[config.mk]
export PLATFORM = sky130hd
export DESIGN_NAME = ud_count_monitor
export DESIGN_NICKNAME = d
export VERILOG_FILES = /design/src/rtl/ud_count_monitor.sv
export SDC_FILE = /design/constraint.sdc
export NUM_CORES = 1
export LEC_CHECK = 0
export ABC_AREA = 1
export BUFFER_PORTS_ARGS = -buffer_cell sky130_fd_sc_hd__buf_4
export CAP_MARGIN = 20
export CORE_MARGIN = 5
export CORE_UTILIZATION = 49
export CTS_BUF_LIST = sky130_fd_sc_hd__clkbuf_8 sky130_fd_sc_hd__clkbuf_16
export CTS_CLUSTER_SIZE = 30
export DETAILED_ROUTE_END_ITERATION = 8
export PLACE_DENSITY = 0.85
export SETUP_SLACK_MARGIN = 0.4
export SLEW_MARGIN = 25
export SYNTH_ARGS = -nofsm -noshare
export SYNTH_HDL_FRONTEND = slang
export SYNTH_SLANG_ARGS = --single-unit
export TNS_END_PERCENT = 10
[constraint.sdc]
create_clock -name clk -period 1.84 [get_ports clk]
set_input_delay 0.368 -clock clk [delete_from_list [all_inputs] [get_ports clk]]
set_output_delay 0.368 -clock clk [all_outputs]
set_load 0.02 [all_outputs]
[src/rtl/ud_count_monitor.sv]
// ud_count_monitor: step checker and event extractor for a 4-bit up/down counter.
// Flags illegal steps, wraps and direction changes; escalates repeated errors to FAULT.
module ud_count_monitor #(
  parameter int WRAP_W    = 8,
  parameter int ERR_LIMIT = 3,
  parameter bit HOLD_OK   = 1'b0
) (
  input  logic              clk,
  input  logic              rst,
  input  logic [3:0]        count,
  input  logic              up_down,
  input  logic              clr_fault,
  output logic              wrap_pulse,
  output logic              wrap_dir,
  output logic [WRAP_W-1:0] wrap_cnt,
  output logic              dir_change,
  output logic              step_err,
  output logic [3:0]        err_cnt,
  output logic              fault,
  output logic [1:0]        state
);

  typedef enum logic [1:0] {
    S_INIT  = 2'b00,
    S_TRACK = 2'b01,
    S_FAULT = 2'b10
  } st_t;

  localparam logic [3:0] LIM = 4'(ERR_LIMIT);

  st_t st_q, st_n;

  logic [3:0]        prev_count;
  logic              prev_ud;
  logic [3:0]        exp_c;
  logic [3:0]        err_inc;
  logic              legal;
  logic              wrap_up;
  logic              wrap_dn;

  logic              wp_n, wd_n, dc_n, se_n, f_n;
  logic [WRAP_W-1:0] wc_n;
  logic [3:0]        ec_n;

  // The step is judged against the direction the counter actually used.
  assign exp_c   = prev_ud ? prev_count + 4'd1 : prev_count - 4'd1;
  assign legal   = (count == exp_c) ||
                   (HOLD_OK && (count == prev_count));
  assign wrap_up = prev_ud && (prev_count == 4'd15) &&
                   (count == 4'd0);
  assign wrap_dn = !prev_ud && (prev_count == 4'd0) &&
                   (count == 4'd15);
  assign err_inc = err_cnt + 4'd1;

  always_comb begin
    st_n = st_q;
    wp_n = 1'b0;
    wd_n = wrap_dir;
    wc_n = wrap_cnt;
    dc_n = 1'b0;
    se_n = 1'b0;
    ec_n = err_cnt;
    f_n  = fault;
    unique case (st_q)
      S_INIT: begin
        st_n = S_TRACK;
        f_n  = 1'b0;
      end
      S_TRACK: begin
        dc_n = (up_down != prev_ud);
        if (!legal) begin
          se_n = 1'b1;
          ec_n = err_inc;
          if (err_inc == LIM) begin
            st_n = S_FAULT;
            f_n  = 1'b1;
          end
        end else if (wrap_up || wrap_dn) begin
          wp_n = 1'b1;
          wd_n = wrap_up;
          if (wrap_cnt != '1)
            wc_n = wrap_cnt + WRAP_W'(1);
        end
      end
      S_FAULT: begin
        f_n = 1'b1;
        if (clr_fault) begin
          st_n = S_INIT;
          f_n  = 1'b0;
          ec_n = 4'd0;
        end
      end
      default: st_n = S_INIT;
    endcase
  end

  always_ff @(posedge clk) begin
    if (rst) begin
      st_q       <= S_INIT;
      prev_count <= 4'd0;
      prev_ud    <= 1'b0;
      wrap_pulse <= 1'b0;
      wrap_dir   <= 1'b0;
      wrap_cnt   <= '0;
      dir_change <= 1'b0;
      step_err   <= 1'b0;
      err_cnt    <= 4'd0;
      fault      <= 1'b0;
    end else begin
      st_q       <= st_n;
      prev_count <= count;
      prev_ud    <= up_down;
      wrap_pulse <= wp_n;
      wrap_dir   <= wd_n;
      wrap_cnt   <= wc_n;
      dir_change <= dc_n;
      step_err   <= se_n;
      err_cnt    <= ec_n;
      fault      <= f_n;
    end
  end

  assign state = st_q;

endmodule

==> results of run 1 <==
## Yosys cell counts, drive strengths merged
| master | instances |
|---|---|
| or2 | 1 |
| nor3 | 7 |
| fa | 1 |
| nand3 | 16 |
| ha | 9 |
| xnor2 | 5 |
| clkbuf | 2 |
| o21ai | 13 |
| nand2 | 53 |
| xor2 | 5 |
| inv | 26 |
| nor3b | 1 |
| buf | 1 |
| a21oi | 11 |
| and2 | 1 |
| nand4 | 3 |
| dfxtp | 24 |
| nor2 | 32 |
## area by class of cell
type                       instances  area share
timing repair buffer              36       0.155
sequential                        24       0.265
multi-input combinational        158       0.482
tap                               31      0.0213
inverter                          26      0.0535
clock buffer                       3      0.0226
## power by group through the flow
stage	Combinational [mW]	Sequential, mW	Clock (mW)
after floorplan	0.391	0.778	0
after global placement	0.702	0.690	0
after detailed placement	0.722	0.696	0
after CTS	0.742	0.684	0.309
after global routing	0.833	0.702	0.334
final	0.750	0.685	0.307
## state kept, by name, summed over array words and instances (netlist names), 2 cells and up
register	flops
state	2
prev_count	4
err_cnt	4
wrap_cnt	8
## layer usage
metal / up-vias / wire length, um
li1: 741 / -
met1: 646 / 1500
met2: 51 / 1530
met3: 8 / 230
met4: 0 / 54
met5: - / 0
## final timing paths
check                        start  cells after the start               endpoint
min reg2reg  wrap_dir$_SDFFE_PP0P_                      2  wrap_dir$_SDFFE_PP0P_
max             prev_ud$_SDFF_PP0_                     11  state[0]$_SDFFE_PP0P_
min                        up_down                      3     prev_ud$_SDFF_PP0_
max reg2reg     prev_ud$_SDFF_PP0_                     11  state[0]$_SDFFE_PP0P_
## through the flow
stage | cells | setup WS, ns | setup TNS (ns)
after global routing | 278 | -0.235 | -3.06
after global placement | 274 | -0.00154 | -0.00154
after floorplan | 211 | 0.0431 | 0
final | 278 | -0.0928 | -0.909
after CTS | 277 | -0.0995 | -0.706
after detailed placement | 274 | -0.0949 | -1.13
## cells by family after synthesis
group / share of synthesized area
AOI/OAI and AO/OA: 0.0834
buffers and inverters: 0.0808
and+or+nand+nor: 0.349
adders and majority gates: 0.0921
DFF: 0.334
xor gates and xnor gates: 0.0608
## repair_timing
action                                  4_1_cts  5_1_grt
endpoints found under the setup margin       18       18
pin swaps                                     7        5
resized for setup                             5        6
buffers inserted                              0        1
## critical path, cell delays in order, from the launching register on
cell and delay (ns):
dfxtp_2 0.34, inv_2 0.05, fa_1 0.45, xnor2_1 0.17
nand2_1 0.12, nor2_4 0.14, nand3_4 0.14, buf_4 0.18
nand3_1 0.08, nand2_1 0.06, nand2_1 0.06, nor2_1 0.05
==> flow_metrics.tcl, run 1 <==
set metrics [dict create \
    multiInputGateArea_um2 880 \
    final_cell_mix "49 x nand2_1, 35 x buf_4, 30 x nor2_1, 24 x inv_1, 22 x dfxtp_1" \
    grt_pass1_wl_um 5640 \
    numPortBuffers 26 \
    required_ns 2.00 \
    clk_latency_ns 0.26 \
    fmax_ghz 0.517 \
    syn2layout_area_growth_pct 26.6 \
    utilization 0.655 \
    clock_path_buffers 2 \
    final_cell_area_um2 1820 \
    pwr-share-comb 0.431 \
    switching_share 0.398 \
    setup_viol 15 \
    wirelength_um 3320 \
    p_seq_frac 0.393 \
    cts_tree "yes" \
    ys_seq_elements 24 \
    ios 27 \
    grt_pass1_vias 1379 \
    p_per_area_nw_per_um2 956 \
    power_switching_uw 694 \
    cts_max_level 1 \
    use_met1 0.207 \
    holdCritPathClass "input port to flop" \
    cts_num_sinks 24 \
    finalWorstSetupSlack_ns -0.0928 \
    post_drt_via_cell_ratio 5.20 \
    worst_pin_slew_ns 0.278 \
    dp_hpwl_um 2470 \
    dieHeight_um 64.2 \
    ys_seq_area_frac 0.334 \
    num_vias 1446 \
    startpoint_type "flop" \
    hold_viol 0 \
    synth_nets 229 \
    syn_inst 211 \
    die_area_um2 4120 \
    p_leak_nw 0.854 \
    yosysTopAreaCellShare 0.334 \
    drt_iter0_markers 65 \
    ir_drop_uv 875 \
    ys_warn_count 0 \
    rsz0062_at_grt "true" \
    grtUsageTotal 0.161 \
    grtUsageMet2 0.270 \
    synth_area_leader_cell "dfxtp_1" \
    cts_hold_buf 0 \
    grt_max_degree 20 \
    intPower_mw 1.05 \
    cts_root_buffer "clkbuf_8" \
    crit_arrival_ns 2.10 \
    wl_per_cell_um 11.9 \
    grt_overflow_total 0 \
    core_region_area_um2 2780 \
    antenna_found_initial 0 \
    use_met3 0.0403 \
    crit_type "flop to flop" \
    cts.clk_slew.worst_paths_ns 0.08 \
    num-fill-cells 246 \
    gp_congestion 0.908 \
    power_frac_clock 0.176 \
    cts_buffers 3 \
    syn_area_um2 1440 \
    finalCritPeriodShare 1.05 \
    power_mw 1.74 \
    seq_area_um2 483 \
    status "finished with violations" \
    antenna_cells 0 \
    synthDistinctLibCells 24 \
    final_common_cell "nand2_1" \
    fin_nets 267 \
    ys_top_cells_by_area "dfxtp_1 33%, nand2_1 13%, ha_1 7.8%" \
    grt-busiest-layer "met2" \
    drt_pass1_iterations 4 \
    maxSlewViolCount 0 \
    hold_ws_ns 0.329 \
    dpl_cell_area_um2 1740 \
    worstSetupEndpointType "flop" \
    slew_headroom 0.815 \
    ant_nets 0 \
    row_count 19 \
    fp.dieW_um 64.2 \
    postSynthAreaPerCell_um2 6.83 \
    drv_cap 0 \
    violations "negative setup slack" \
    layout-drive-gt1-share 0.235 \
    r2r_setup_slack_ns -0.09 \
    route.detailed.drc 0 \
    fin_worst_skew_ns 0.00238 \
    crit_fanout 7 \
    finalCriticalPeriod_ns 1.93 \
    initial_core_util 0.518 \
]
Power figures use the tool's default switching activity.
==> inputs of run 2 (changes only) <==
--- a/config.mk
+++ b/config.mk
@@ -8,8 +8,10 @@
 export ABC_AREA = 1
 export BUFFER_PORTS_ARGS = -buffer_cell sky130_fd_sc_hd__buf_4
 export CAP_MARGIN = 20
+export CELL_PAD_IN_SITES_DETAIL_PLACEMENT = 0
+export CELL_PAD_IN_SITES_GLOBAL_PLACEMENT = 1
 export CORE_MARGIN = 5
-export CORE_UTILIZATION = 49
+export CORE_UTILIZATION = 35
 export CTS_BUF_LIST = sky130_fd_sc_hd__clkbuf_8 sky130_fd_sc_hd__clkbuf_16
 export CTS_CLUSTER_SIZE = 30
 export DETAILED_ROUTE_END_ITERATION = 8
==> run 2 against run 1 <==
The run still ends with negative setup slack left. Clock skew about the same. Core utilization fell by 19 points. Setup slack got worse by 0.0025 ns. Sequential cell count is the same. Hold slack improved by 0.011 ns. Critical path type unchanged. Clock power rose by 15%. Largest cell class unchanged. Sequential power about the same. Combinational power down 0.9%.
==> flow_metrics.tcl, run 2 (synthesis results as in run 1) <==
set metrics [dict create \
    grtUsageTotal 0.126 \
    status "finished with violations" \
    dieHeight_um 74.1 \
    clk_latency_ns 0.26 \
    crit_buf_inv 1 \
    finalCritPeriodShare 1.05 \
    clock_path_buffers 2 \
    worst_pin_slew_ns 0.309 \
    antenna_cells 0 \
    crit_type "flop to flop" \
    initial_core_util 0.360 \
    finalCriticalPeriod_ns 1.94 \
    cts_buffers 3 \
    top_register "wrap_cnt" \
    die_area_um2 5500 \
    wirelength_um 3250 \
    drt_iter0_markers 88 \
    crit_path_top_delay_cell "fa_1" \
    rsz0062_at_grt "true" \
    fin_worst_skew_ns 0.00288 \
    gp_congestion 0.816 \
    required_ns 2.04 \
    final_common_cell "nand2_1" \
    holdCritPathClass "input port to flop" \
    post_drt_via_cell_ratio 4.58 \
    path_cells "inv_2 > fa_1 > xnor2_1 > nand2_1 > nor2_4 > nand3_4 > nor2_4 > nand2_1 > a21oi_2" \
    cts_max_level 1 \
    drt_pass1_iterations 4 \
    cts_num_sinks 24 \
    wl_per_cell_um 10.8 \
    grt_max_degree 20 \
    cts_hold_buf 0 \
    hold_ws_ns 0.341 \
    largest_register_ffs 8 \
    power_frac_clock 0.198 \
    cts_root_buffer "clkbuf_8" \
    fp.dieW_um 74.1 \
    fmax_ghz 0.517 \
    core_region_area_um2 4000 \
    crit_arrival_ns 2.14 \
    antenna_found_initial 0 \
    reg_top3 "wrap_cnt (8), err_cnt (4), prev_count (4)" \
    r2r_setup_slack_ns -0.1 \
    setup_viol 10 \
    finalWorstSetupSlack_ns -0.0953 \
    violations "negative setup slack" \
    cpPeakStageDelay_ns 0.50 \
    maxSlewViolCount 0 \
    ir_drop_uv 558 \
    hold_viol 0 \
    pre_cts_slack_ns -0.0528 \
    path_delay_family "simple AND/OR/NAND/NOR gates" \
    utilization 0.467 \
    slew_headroom 0.794 \
    dp_hpwl_um 2510 \
    worstSetupEndpointType "flop" \
    startpoint_type "flop" \
    power_switching_uw 674 \
    switching_share 0.379 \
    crit_fanout 8 \
    ios 27 \
    grt_pass1_vias 1276 \
    grt_pass1_wl_um 5530 \
    fin_nets 270 \
    syn2layout_area_growth_pct 29.7 \
    cts_tree "yes" \
    num_vias 1378 \
    p_seq_frac 0.385 \
    row_count 23 \
    intPower_mw 1.11 \
    pwr-share-comb 0.417 \
    p_per_area_nw_per_um2 953 \
    route.detailed.drc 0 \
    numPortBuffers 26 \
    drv_cap 0 \
    cts.clk_slew.worst_paths_ns 0.08 \
    grt_overflow_total 0 \
    ant_nets 0 \
    final_cell_mix "49 x nand2_1, 38 x buf_4, 30 x nor2_1, 23 x inv_1, 22 x dfxtp_1" \
    layout-drive-gt1-share 0.235 \
    p_leak_nw 0.875 \
]
[run 2: cell type report]
class	instances	area [um2]
tap	50	62.6
inverter	26	97.6
clock buffer	4	55.1
multi-input combinational	158	865
fill	412	2130
sequential	24	483
timing repair buffer	39	305
[run 2: worst register-to-register path, cell delays in order (launching register included)]
cell	delay [ns]
dfxtp_2	0.34
inv_2	0.05
fa_1	0.50
xnor2_1	0.12
nand2_1	0.11
nor2_4	0.12
nand3_4	0.15
nor2_4	0.24
nand2_1	0.10
a21oi_2	0.14
[run 2: repair_timing]
action                                  CTS  global route
gates resized for setup                   2             8
setup buffers                             0             1
pin swaps                                 3             6
cloned                                    0             0
endpoints found under the setup margin   18            18
[run 2: final timing paths]
path	start	to	cells after the start
worst max-delay path	prev_ud$_SDFF_PP0_	wrap_cnt[1]$_SDFFE_PP0P_	9
worst min-delay path	up_down	prev_ud$_SDFF_PP0_	3
worst max register to register	prev_ud$_SDFF_PP0_	wrap_cnt[1]$_SDFFE_PP0P_	9
worst min register to register	wrap_dir$_SDFFE_PP0P_	wrap_dir$_SDFFE_PP0P_	2
[run 2: power groups by stage]
| stage | clock, mW | sequential (mW) | combinational (mW) |
|---|---|---|---|
| floorplan | 0 | 0.778 | 0.391 |
| finish | 0.352 | 0.686 | 0.743 |
| detailed placement | 0 | 0.698 | 0.724 |
| CTS | 0.367 | 0.686 | 0.734 |
| global placement | 0 | 0.695 | 0.726 |
| global route | 0.398 | 0.701 | 0.835 |
[run 2: per-layer routing]
metal	vias to the layer above	GRT usage	wire, um
met5	-	0	0
met4	0	0.0362	55
met3	6	0.0216	103
met2	23	0.198	1440
met1	598	0.178	1650
li1	751	-	-
[run 2: metrics by stage]
stage	power, mW	instances	TNS [ns]	instance area [um2]
3_3_place_gp	1.42	296	-0.193	1780
4_1_cts	1.79	300	-0.531	1840
5_1_grt	1.93	301	-2.75	1870
6_report	1.78	301	-0.542	1870
2_1_floorplan	1.17	211	0	1440
3_5_place_dp	1.42	296	-0.281	1780
==> inputs of run 3 (changes only) <==
--- a/config.mk
+++ b/config.mk
@@ -6,7 +6,7 @@
 export NUM_CORES = 1
 export LEC_CHECK = 0
 export ABC_AREA = 1
-export BUFFER_PORTS_ARGS = -buffer_cell sky130_fd_sc_hd__buf_4
+export BUFFER_PORTS_ARGS = -buffer_cell sky130_fd_sc_hd__buf_2
 export CAP_MARGIN = 20
 export CELL_PAD_IN_SITES_DETAIL_PLACEMENT = 0
 export CELL_PAD_IN_SITES_GLOBAL_PLACEMENT = 1
==> run 3 against run 2 <==
The flow still finishes with violations (negative setup slack). Hold slack got worse by 0.0094 ns. Core utilization fell by 1.3 points. First-iteration DRC count is 10% lower. Critical path depth down 1. Highest routed layer unchanged.
==> flow_metrics.tcl, run 3 (synthesis results as in run 1) <==
set metrics [dict create \
    status "finished with violations" \
    wl_per_cell_um 10.8 \
    final_cell_area_um2 1820 \
    final_common_cell "nand2_1" \
    drt_iter0_markers 79 \
    post_drt_via_cell_ratio 4.52 \
    core_region_area_um2 4000 \
    maxSlewViolCount 0 \
    reg_top3 "wrap_cnt (8), err_cnt (4), prev_count (4)" \
    power_frac_clock 0.179 \
    clk_latency_ns 0.26 \
    power_switching_uw 680 \
    die_area_um2 5500 \
    drt_pass1_iterations 4 \
    gp_congestion 0.794 \
    worstSetupEndpointType "flop" \
    wirelength_um 3230 \
    worst_pin_slew_ns 0.351 \
    crit_path_top_delay_cell "fa_1" \
    cts_max_level 1 \
    holdCritPathClass "input port to flop" \
    slew_headroom 0.765 \
    hold_viol 0 \
    startpoint_type "flop" \
    antenna_found_initial 0 \
    cts_hold_buf 0 \
    ant_nets 0 \
    route.detailed.drc 0 \
    dieHeight_um 74.1 \
    fin_nets 269 \
    intPower_mw 1.03 \
    finalWorstSetupSlack_ns -0.0404 \
    pre_cts_slack_ns -0.0354 \
    violations "negative setup slack" \
    finalCriticalPeriod_ns 1.88 \
    cts_num_sinks 24 \
    drv_cap 0 \
    path_cells "fa_1 > xnor2_1 > nand2_1 > nor2_4 > nand3_4 > nor2_4 > nand2_1 > a21oi_2" \
    clock_path_buffers 2 \
    cts_root_buffer "clkbuf_8" \
    final_cells 299 \
    cp-startpoint "prev_count[0]$_SDFF_PP0_" \
    fin_worst_skew_ns 0.00214 \
    required_ns 2.04 \
    p_per_area_nw_per_um2 939 \
    crit_fanout 8 \
    timing.rr.start "prev_count[0]$_SDFF_PP0_" \
    final_cell_mix "49 x nand2_1, 29 x nor2_1, 26 x buf_2, 23 x inv_1, 22 x dfxtp_1" \
    rsz0062_at_grt "true" \
    p_seq_frac 0.399 \
    crit_arrival_ns 2.08 \
    pwr-share-comb 0.422 \
    grtUsageTotal 0.123 \
    dp_cells 295 \
    row_count 23 \
    ios 27 \
    hp-start "up_down" \
    cts_tree "yes" \
    grt_pass1_vias 1244 \
    cts.clk_slew.worst_paths_ns 0.08 \
    cts_buffers 3 \
    dp_hpwl_um 2530 \
    antenna_cells 0 \
    syn2layout_area_growth_pct 26.2 \
    num_vias 1352 \
    p_leak_nw 0.870 \
    grt_pass1_wl_um 5420 \
    initial_core_util 0.360 \
    largest_register_ffs 8 \
    grt_max_degree 13 \
    numPortBuffers 26 \
    dpl_cell_area_um2 1710 \
    fmax_ghz 0.532 \
    grt_overflow_total 0 \
    crit_type "flop to flop" \
    top_register "wrap_cnt" \
    layout-drive-gt1-share 0.257 \
    fp.dieW_um 74.1 \
    ir_drop_uv 631 \
    cpPeakStageDelay_ns 0.54 \
    setup_viol 8 \
    finalCritPeriodShare 1.02 \
    switching_share 0.399 \
]
## run 3: cell types whose count changed in the layout (fill, tap and decap cells not counted), sizes merged
cell,delta
buf,-1
clkbuf,-1
## run 3: routing by layer
metal	GRT usage	share of wire	routed length, um
met2	0.197	0.44	1420
met5	0	0	0
met1	0.172	0.50	1620
met3	0.0270	0.048	156
met4	0.0241	0.0096	31
## run 3: worst max-delay path: cells and delay by family, from the launching register on
kind / cells / cell delay, ns
and+or+nand+nor: 5 / 0.70
xor gates and xnor gates: 1 / 0.11
AOI/OAI and AO/OA: 1 / 0.13
adders and majority gates: 1 / 0.54
DFF: 1 / 0.33
## run 3: layout make-up
type | instances | area [um2]
inverters | 26 | 97.6
well taps | 50 | 62.6
multi-input cells | 158 | 900
clock buffers | 3 | 41.3
fillers | 442 | 2180
repair buffers | 38 | 233
flip-flops and latches | 24 | 483
## run 3: per-stage QoR
step	util	total power [mW]	setup TNS (ns)	hold WS [ns]
6_report	0.454	1.71	-0.199	0.331
3_5_place_dp	0.428	1.38	-0.167	0.470
5_1_grt	0.454	1.87	-2.05	0.349
2_1_floorplan	-	1.17	0	0.468
4_1_cts	0.440	1.71	-0.286	0.328
3_3_place_gp	0.428	1.38	-0.000797	0.480
## run 3: path summary, 6_finish.rpt
path / to / slack (ns) / cells past startpoint
max: wrap_cnt[4]$_SDFFE_PP0P_ / -0.04 / 8
min: prev_ud$_SDFF_PP0_ / 0.33 / 3
max reg2reg: wrap_cnt[4]$_SDFFE_PP0P_ / -0.04 / 8
min reg2reg: wrap_dir$_SDFFE_PP0P_ / 0.49 / 2
## run 3: power groups by stage
| stage | registers [mW] | clock network [mW] | logic [mW] |
|---|---|---|---|
| 2_1_floorplan | 0.778 | 0 | 0.391 |
| 3_3_place_gp | 0.690 | 0 | 0.686 |
| 3_5_place_dp | 0.693 | 0 | 0.685 |
| 4_1_cts | 0.681 | 0.321 | 0.703 |
| 5_1_grt | 0.693 | 0.335 | 0.838 |
| 6_report | 0.680 | 0.306 | 0.719 |
## run 3: what timing repair did
item	CTS	global route
pin swaps	8	5
setup endpoints to repair	18	18
hold endpoints to repair	0	0
setup buffers	0	1
gates resized for setup	6	13
